## src/rtl/bcd_addsub_seq_if.sv

```systemverilog
// Start/result handshake bundle between an issuing controller and the BCD add/sub sequencer.
interface bcd_addsub_seq_if #(
  parameter int unsigned DIGITS = 4
) ();
  localparam int unsigned W = 4 * DIGITS;

  logic         start;
  logic         mode;
  logic         cin;
  logic [W-1:0] a;
  logic [W-1:0] b;
  logic [W-1:0] result;
  logic         cout;
  logic         neg;
  logic         err;
  logic         busy;
  logic         done;

  modport master (
    output start, mode, cin, a, b,
    input  result, cout, neg, err, busy, done
  );

  modport slave (
    input  start, mode, cin, a, b,
    output result, cout, neg, err, busy, done
  );
endinterface

```

## src/rtl/bcd_addsub_seq.sv

```systemverilog
// Multi-digit BCD add/subtract: one digit stage reused per clock, LSD first,
// with an optional second pass converting a negative 10's-complement result
// into sign-magnitude.
module bcd_addsub_seq #(
  parameter int unsigned DIGITS = 4
) (
  input  logic               clk,
  input  logic               rst,
  bcd_addsub_seq_if.slave    bus
);
  localparam int unsigned W  = 4 * DIGITS;
  localparam int unsigned IW = (DIGITS > 1) ? $clog2(DIGITS) : 1;

  typedef enum logic [1:0] {
    S_IDLE = 2'd0,
    S_CALC = 2'd1,
    S_FIX  = 2'd2,
    S_DONE = 2'd3
  } state_t;

  state_t          state_q, state_d;
  logic [IW-1:0]   idx_q, idx_d;
  logic [W-1:0]    a_q, a_d;
  logic [W-1:0]    b_q, b_d;
  logic            mode_q, mode_d;
  logic            carry_q, carry_d;
  logic [W-1:0]    result_q, result_d;
  logic            cout_q, cout_d;
  logic            neg_q, neg_d;
  logic            err_q, err_d;
  logic            busy_q, busy_d;
  logic            done_q, done_d;

  logic [3:0]      x_c;
  logic [3:0]      y_c;
  logic [4:0]      t_c;
  logic [3:0]      digit_c;
  logic            carry_c;
  logic            last_c;
  logic            bad_c;

  function automatic logic [3:0] get_digit(input logic [W-1:0] v, input logic [IW-1:0] idx);
    logic [3:0] d;
    d = '0;
    for (int i = 0; i < int'(DIGITS); i++) begin
      if (IW'(i) == idx) d = v[i*4 +: 4];
    end
    return d;
  endfunction

  function automatic logic [W-1:0] put_digit(input logic [W-1:0] v, input logic [IW-1:0] idx,
                                             input logic [3:0] d);
    logic [W-1:0] r;
    r = v;
    for (int i = 0; i < int'(DIGITS); i++) begin
      if (IW'(i) == idx) r[i*4 +: 4] = d;
    end
    return r;
  endfunction

  function automatic logic has_bad_digit(input logic [W-1:0] v);
    logic bad;
    bad = 1'b0;
    for (int i = 0; i < int'(DIGITS); i++) begin
      if (v[i*4 +: 4] > 4'd9) bad = 1'b1;
    end
    return bad;
  endfunction

  // Shared single-digit BCD stage; FIX pass feeds (9 - result digit) with a zero operand.
  always_comb begin
    x_c = '0;
    y_c = '0;
    if (state_q == S_FIX) begin
      x_c = 4'd9 - get_digit(result_q, idx_q);
    end else begin
      x_c = get_digit(a_q, idx_q);
      y_c = mode_q ? (4'd9 - get_digit(b_q, idx_q)) : get_digit(b_q, idx_q);
    end
    t_c = 5'(x_c) + 5'(y_c) + 5'(carry_q);
    if (t_c > 5'd9) begin
      digit_c = 4'(t_c + 5'd6);
      carry_c = 1'b1;
    end else begin
      digit_c = t_c[3:0];
      carry_c = 1'b0;
    end
    last_c = (idx_q == IW'(DIGITS - 1));
    bad_c  = has_bad_digit(bus.a) | has_bad_digit(bus.b);
  end

  // State register.
  always_ff @(posedge clk) begin
    if (rst) state_q <= S_IDLE;
    else     state_q <= state_d;
  end

  // Next-state logic.
  always_comb begin
    state_d = state_q;
    case (state_q)
      S_IDLE: if (bus.start) state_d = bad_c ? S_DONE : S_CALC;
      S_CALC: if (last_c)    state_d = (mode_q && !carry_c) ? S_FIX : S_DONE;
      S_FIX:  if (last_c)    state_d = S_DONE;
      S_DONE:                state_d = S_IDLE;
      default:               state_d = S_IDLE;
    endcase
  end

  // Datapath and output next values.
  always_comb begin
    idx_d    = idx_q;
    a_d      = a_q;
    b_d      = b_q;
    mode_d   = mode_q;
    carry_d  = carry_q;
    result_d = result_q;
    cout_d   = cout_q;
    neg_d    = neg_q;
    err_d    = err_q;
    case (state_q)
      S_IDLE: begin
        if (bus.start) begin
          a_d      = bus.a;
          b_d      = bus.b;
          mode_d   = bus.mode;
          carry_d  = bus.cin;
          idx_d    = '0;
          result_d = '0;
          cout_d   = 1'b0;
          neg_d    = 1'b0;
          err_d    = bad_c;
        end
      end
      S_CALC: begin
        result_d = put_digit(result_q, idx_q, digit_c);
        carry_d  = carry_c;
        idx_d    = idx_q + IW'(1);
        if (last_c) begin
          idx_d  = '0;
          cout_d = carry_c;
          // Negative subtract: the FIX pass starts with a carry-in of one.
          if (mode_q && !carry_c) carry_d = 1'b1;
        end
      end
      S_FIX: begin
        result_d = put_digit(result_q, idx_q, digit_c);
        carry_d  = carry_c;
        idx_d    = idx_q + IW'(1);
        if (last_c) begin
          idx_d = '0;
          neg_d = 1'b1;
        end
      end
      default: ;
    endcase
    busy_d = (state_d == S_CALC) || (state_d == S_FIX);
    done_d = (state_d == S_DONE);
  end

  // Datapath and output registers.
  always_ff @(posedge clk) begin
    if (rst) begin
      idx_q    <= '0;
      a_q      <= '0;
      b_q      <= '0;
      mode_q   <= 1'b0;
      carry_q  <= 1'b0;
      result_q <= '0;
      cout_q   <= 1'b0;
      neg_q    <= 1'b0;
      err_q    <= 1'b0;
      busy_q   <= 1'b0;
      done_q   <= 1'b0;
    end else begin
      idx_q    <= idx_d;
      a_q      <= a_d;
      b_q      <= b_d;
      mode_q   <= mode_d;
      carry_q  <= carry_d;
      result_q <= result_d;
      cout_q   <= cout_d;
      neg_q    <= neg_d;
      err_q    <= err_d;
      busy_q   <= busy_d;
      done_q   <= done_d;
    end
  end

  assign bus.result = result_q;
  assign bus.cout   = cout_q;
  assign bus.neg    = neg_q;
  assign bus.err    = err_q;
  assign bus.busy   = busy_q;
  assign bus.done   = done_q;
endmodule
```

## src/flat_wrapper.sv

```systemverilog
// flat-port wrapper written by rule: the top's interface ports become plain ports
module bcd_addsub_seq_flat 
#(
  parameter int unsigned DIGITS = 4
)
  (clk, rst, bus_start, bus_mode, bus_cin, bus_a, bus_b, bus_result, bus_cout, bus_neg, bus_err, bus_busy, bus_done);
  bcd_addsub_seq_if #(.DIGITS(DIGITS)) bus_i ();
  input  logic clk;
  input  logic rst;
  input wire logic [$bits(bus_i.start)-1:0] bus_start;
  input wire logic [$bits(bus_i.mode)-1:0] bus_mode;
  input wire logic [$bits(bus_i.cin)-1:0] bus_cin;
  input wire logic [$bits(bus_i.a)-1:0] bus_a;
  input wire logic [$bits(bus_i.b)-1:0] bus_b;
  output wire logic [$bits(bus_i.result)-1:0] bus_result;
  output wire logic [$bits(bus_i.cout)-1:0] bus_cout;
  output wire logic [$bits(bus_i.neg)-1:0] bus_neg;
  output wire logic [$bits(bus_i.err)-1:0] bus_err;
  output wire logic [$bits(bus_i.busy)-1:0] bus_busy;
  output wire logic [$bits(bus_i.done)-1:0] bus_done;
  assign bus_i.start = bus_start;
  assign bus_i.mode = bus_mode;
  assign bus_i.cin = bus_cin;
  assign bus_i.a = bus_a;
  assign bus_i.b = bus_b;
  assign bus_result = bus_i.result;
  assign bus_cout = bus_i.cout;
  assign bus_neg = bus_i.neg;
  assign bus_err = bus_i.err;
  assign bus_busy = bus_i.busy;
  assign bus_done = bus_i.done;
  bcd_addsub_seq #(.DIGITS(DIGITS)) u_core (.clk(clk), .rst(rst), .bus(bus_i));
endmodule
```

## config.mk

```make
export PLATFORM = sky130hd
export DESIGN_NAME = bcd_addsub_seq_flat
export DESIGN_NICKNAME = d
export VERILOG_FILES = /design/src/rtl/bcd_addsub_seq_if.sv /design/src/rtl/bcd_addsub_seq.sv /design/src/flat_wrapper.sv
export SDC_FILE = /design/constraint.sdc
export NUM_CORES = 1
export LEC_CHECK = 0
export ABC_AREA = 1
export BUFFER_PORTS_ARGS = -buffer_cell sky130_fd_sc_hd__clkbuf_2
export CAP_MARGIN = 15
export CORE_MARGIN = 4
export CORE_UTILIZATION = 56
export DETAILED_ROUTE_END_ITERATION = 8
export MAX_ROUTING_LAYER = met4
export PLACE_DENSITY = 0.89
export SLEW_MARGIN = 5
export SYNTH_ARGS = -nofsm -noshare
export SYNTH_HDL_FRONTEND = slang
export SYNTH_SLANG_ARGS = --single-unit
```

## constraint.sdc

```tcl
create_clock -name clk -period 4.4 [get_ports clk]
set_clock_uncertainty 0.1 [all_clocks]
set_input_delay 0.22 -clock clk [delete_from_list [all_inputs] [get_ports clk]]
set_output_delay 0.22 -clock clk [all_outputs]
set_load 0.03 [all_outputs]
```

==> impl_metrics.yaml <==
floorplan:
  die_height_um: 83.0
  ioPinCount: 58
  core_region_area_um2: 5470
  fp-row-count: 27
  die_x_um: 83.0
  initial_core_util_pct: 57.6
  floorplan.die_area_um2: 6890
routing:
  via_per_inst: 5.48
  first_pass_iters: 5
  antenna_violating_nets_post_route: 0
  detailroute.via_count: 3052
  wl_per_cell_um: 13.8
  first_iter_violations: 201
  remaining_drc_errors: 0
  detailed_route_wl_mm: 7.67
synthesis:
  ys_seq_elements: 59
  synth_edf_count: 0
  post_synth_main_area_contributors: "sky130_fd_sc_hd__dfxtp_1, sky130_fd_sc_hd__nor2_1, sky130_fd_sc_hd__o21ai_0"
  syn_area_um2: 3150
  synthesis.area_per_instance_um2: 7.29
  mappedNetlistNets: 486
  synth_seq_area_share_pct: 37.5
  synthArstFlopShare_pct: 0
  primary_ff_master_synth: "sky130_fd_sc_hd__dfxtp_1"
  synth_top_area_share_pct: 37.5
  synthDistinctLibCells: 36
  ys.warnings.count: 0
  synthCells: 432
  synth_largest_area_cell: "sky130_fd_sc_hd__dfxtp_1"
sta:
  slew_viol_final: 0
  setup-tns-final_ps: 0
  layout_worst_path_cycle_share_pct: 90.5
  timing_hold_violations_final: 0
  timing_worst_slew_pin_value_ps: 599
  grt_setup_unrepaired: "false"
  finalHoldWorstSlack_ps: 17.3
  maxSlewHeadroom_pct: 60.0
  period_minus_slack_ps: 3980
  finalSetupViolations: 0
  clock.fmax_mhz: 251
worst_setup_path:
  critPathKind: "register to register"
  cp-start-kind: "register"
  critical_path_peak_fanout: 14
  crit_path_start: "u_core.idx_q[0]$_SDFFE_PP0P_"
  worstSetupEndpointType: "register"
  critical_path_required_ps: 4520
  rr_startpoint: "u_core.idx_q[0]$_SDFFE_PP0P_"
  worst_ep_arrival_time_ps: 4100
run:
  max_cap_violations: 0
cts:
  ctsRootBufferMaster: "sky130_fd_sc_hd__clkbuf_8"
  cts_tree: "done"
  clk_pin_slew_worst_paths_ps: 60
  worst_skew_pair.late_latency_ps: 340
  cts.repair_timing.setup_buffer_count: 0
  total_cts_buffers: 9
  htreeDepth: 3
  cts.sinks: 59
  cts_max_path_buffers: 2
place:
  detailed_place.area_um2: 3440
  gp_congestion: 0.981
  io_buffer_count: 57
  hpwlAfterDp_mm: 5.87
hold_path:
  hold_class: "input pin to register"
  timing.hold.worst.start: "bus_b[8]"
pwr:
  power_leakage_nw: 1.63
  peakVddDrop_v: 0.000303
  design_power_total_mw: 2.17
  power_per_cell_area_nw_per_um2: 603
final_layout:
  nFillCells: 482
  finish.net_count: 536
  layout-drive-gt1-share_pct: 22.7
  area.growth.synth_to_final_pct: 14.1
  postLayoutCellArea_um2: 3600
  diodes: 0
global_routing:
  wire_length_of_the_first_global_routing_pass_mm: 13.0
  maximum_number_of_pins_on_one_net_before_global_route_repair: 48
  via_count_of_the_first_global_routing_pass: 2988
  grt_util_all_layers_pct: 23.5
  number_of_antenna_violations_at_the_first_check_in_global_routing: 0
  overflow: 0
status:
  outcome: "finished, final reports clean"
-- timing repair --
action,CTS,global route
endpoints found under the setup margin,0,2
hold buffers,0,0
resized for setup,0,3
hold endpoints to repair,0,0
-- layout make-up --
cell class / instances / area, µm² / share of cell area [%]
Clock buffer: 11 / 131 / 3.65
Multi-Input combinational cell: 318 / 1730 / 48.2
Timing Repair Buffer: 61 / 315 / 8.77
Tap cell: 72 / 90.1 / 2.51
Clock inverter: 3 / 17.5 / 0.487
Inverter: 33 / 129 / 3.58
Sequential cell: 59 / 1180 / 32.8
-- cells by family (layout without fill, tap and decap cells) --
group | Yosys count | in the layout | share of synthesized area (%)
compound gates | 132 | 132 | 23.7
mux | 2 | 2 | 0.635
flops | 59 | 59 | 37.5
simple gates | 167 | 167 | 23.2
fa+ha+maj | 17 | 17 | 7.23
buf+inv | 55 | 108 | 7.70
-- where the power goes --
group          internal [mW]  leakage (nW)  switching [mW]
Clock                  0.196        0.0750           0.199
Combinational          0.367          1.07           0.700
Sequential             0.633         0.487          0.0716
-- synth_stat cells, drive strengths merged, types with 2 or more instances --
master / n
fa: 2
dfxtp: 59
nor3: 3
ha: 15
o211ai: 2
buf: 13
nand2: 55
nand4: 2
o21ai: 78
a31oi: 3
inv: 33
a21oi: 42
mux2i: 2
nor2: 85
nand3: 20
clkbuf: 9
o311ai: 3
-- metrics by stage --
step | instances | setup slack, ps | utilization (%)
final | 557 | 417 | 65.7
after global routing | 557 | 24.4 | 65.7
after floorplan | 432 | 730 | -
after global placement | 543 | 438 | 62.8
after CTS | 557 | 272 | 65.6
after detailed placement | 543 | 289 | 62.8
-- flip-flops by register name, summed over array words and instances, names as in the netlist, 2 cells and up --
signal	count
u_core.state_q	2
u_core.idx_q	2
u_core.b_q	16
u_core.a_q	16
u_core.bus.result	16
-- final timing paths --
check | to | slack (ps) | cells past startpoint
worst max-delay path | u_core.bus.busy$_SDFF_PP0_ | 420 | 26
worst min-delay path | u_core.b_q[8]$_SDFFE_PP0P_ | 20 | 3
worst max register to register | u_core.bus.busy$_SDFF_PP0_ | 420 | 26
worst min register to register | u_core.bus.err$_SDFFE_PP0P_ | 370 | 2
-- critical path, cell delays in order (launching register included) --
cell	delay [ps]
sky130_fd_sc_hd__dfxtp_1	400
sky130_fd_sc_hd__inv_1	110
sky130_fd_sc_hd__ha_2	270
sky130_fd_sc_hd__inv_4	170
sky130_fd_sc_hd__nand3_1	90
sky130_fd_sc_hd__o21ai_1	80
sky130_fd_sc_hd__nand2_1	50
sky130_fd_sc_hd__o21ai_1	110
sky130_fd_sc_hd__nor2_1	60
sky130_fd_sc_hd__nor2_1	90
sky130_fd_sc_hd__nand2_1	70
sky130_fd_sc_hd__fa_1	410
sky130_fd_sc_hd__inv_1	90
sky130_fd_sc_hd__fa_1	450
sky130_fd_sc_hd__inv_1	110
sky130_fd_sc_hd__ha_1	190
sky130_fd_sc_hd__nand2_1	60
sky130_fd_sc_hd__a21boi_2	150
sky130_fd_sc_hd__nand2_2	80
sky130_fd_sc_hd__nand2_4	80
sky130_fd_sc_hd__nand2_2	90
sky130_fd_sc_hd__nand2_2	50
sky130_fd_sc_hd__nand3_2	70
sky130_fd_sc_hd__nand2_1	60
sky130_fd_sc_hd__ha_1	290
sky130_fd_sc_hd__inv_1	50
sky130_fd_sc_hd__nor2_1	30
-- metal layers --
metal / wire length (µm) / GRT usage (%)
met4: 257 / 12.6
met3: 517 / 4.66
met1: 3340 / 27.4
met2: 3560 / 38.1
met5: 0 / -
-- placed cells by master (no fill, tap or decap), types with 4 or more instances in the layout --
cell type	netlist	final
sky130_fd_sc_hd__dfxtp_1	59	59
sky130_fd_sc_hd__nor2_1	84	84
sky130_fd_sc_hd__clkbuf_2	0	57
sky130_fd_sc_hd__buf_4	3	4
sky130_fd_sc_hd__clkbuf_8	1	9
sky130_fd_sc_hd__o21ai_1	38	38
sky130_fd_sc_hd__a21oi_1	36	36
sky130_fd_sc_hd__inv_1	23	23
sky130_fd_sc_hd__o21ai_0	39	39
sky130_fd_sc_hd__nand3_2	4	4
sky130_fd_sc_hd__nand3_1	16	16
sky130_fd_sc_hd__nand2_2	7	7
sky130_fd_sc_hd__inv_2	9	8
sky130_fd_sc_hd__nand2_1	46	46
sky130_fd_sc_hd__ha_1	15	13
(Power assumes the default switching activity.)
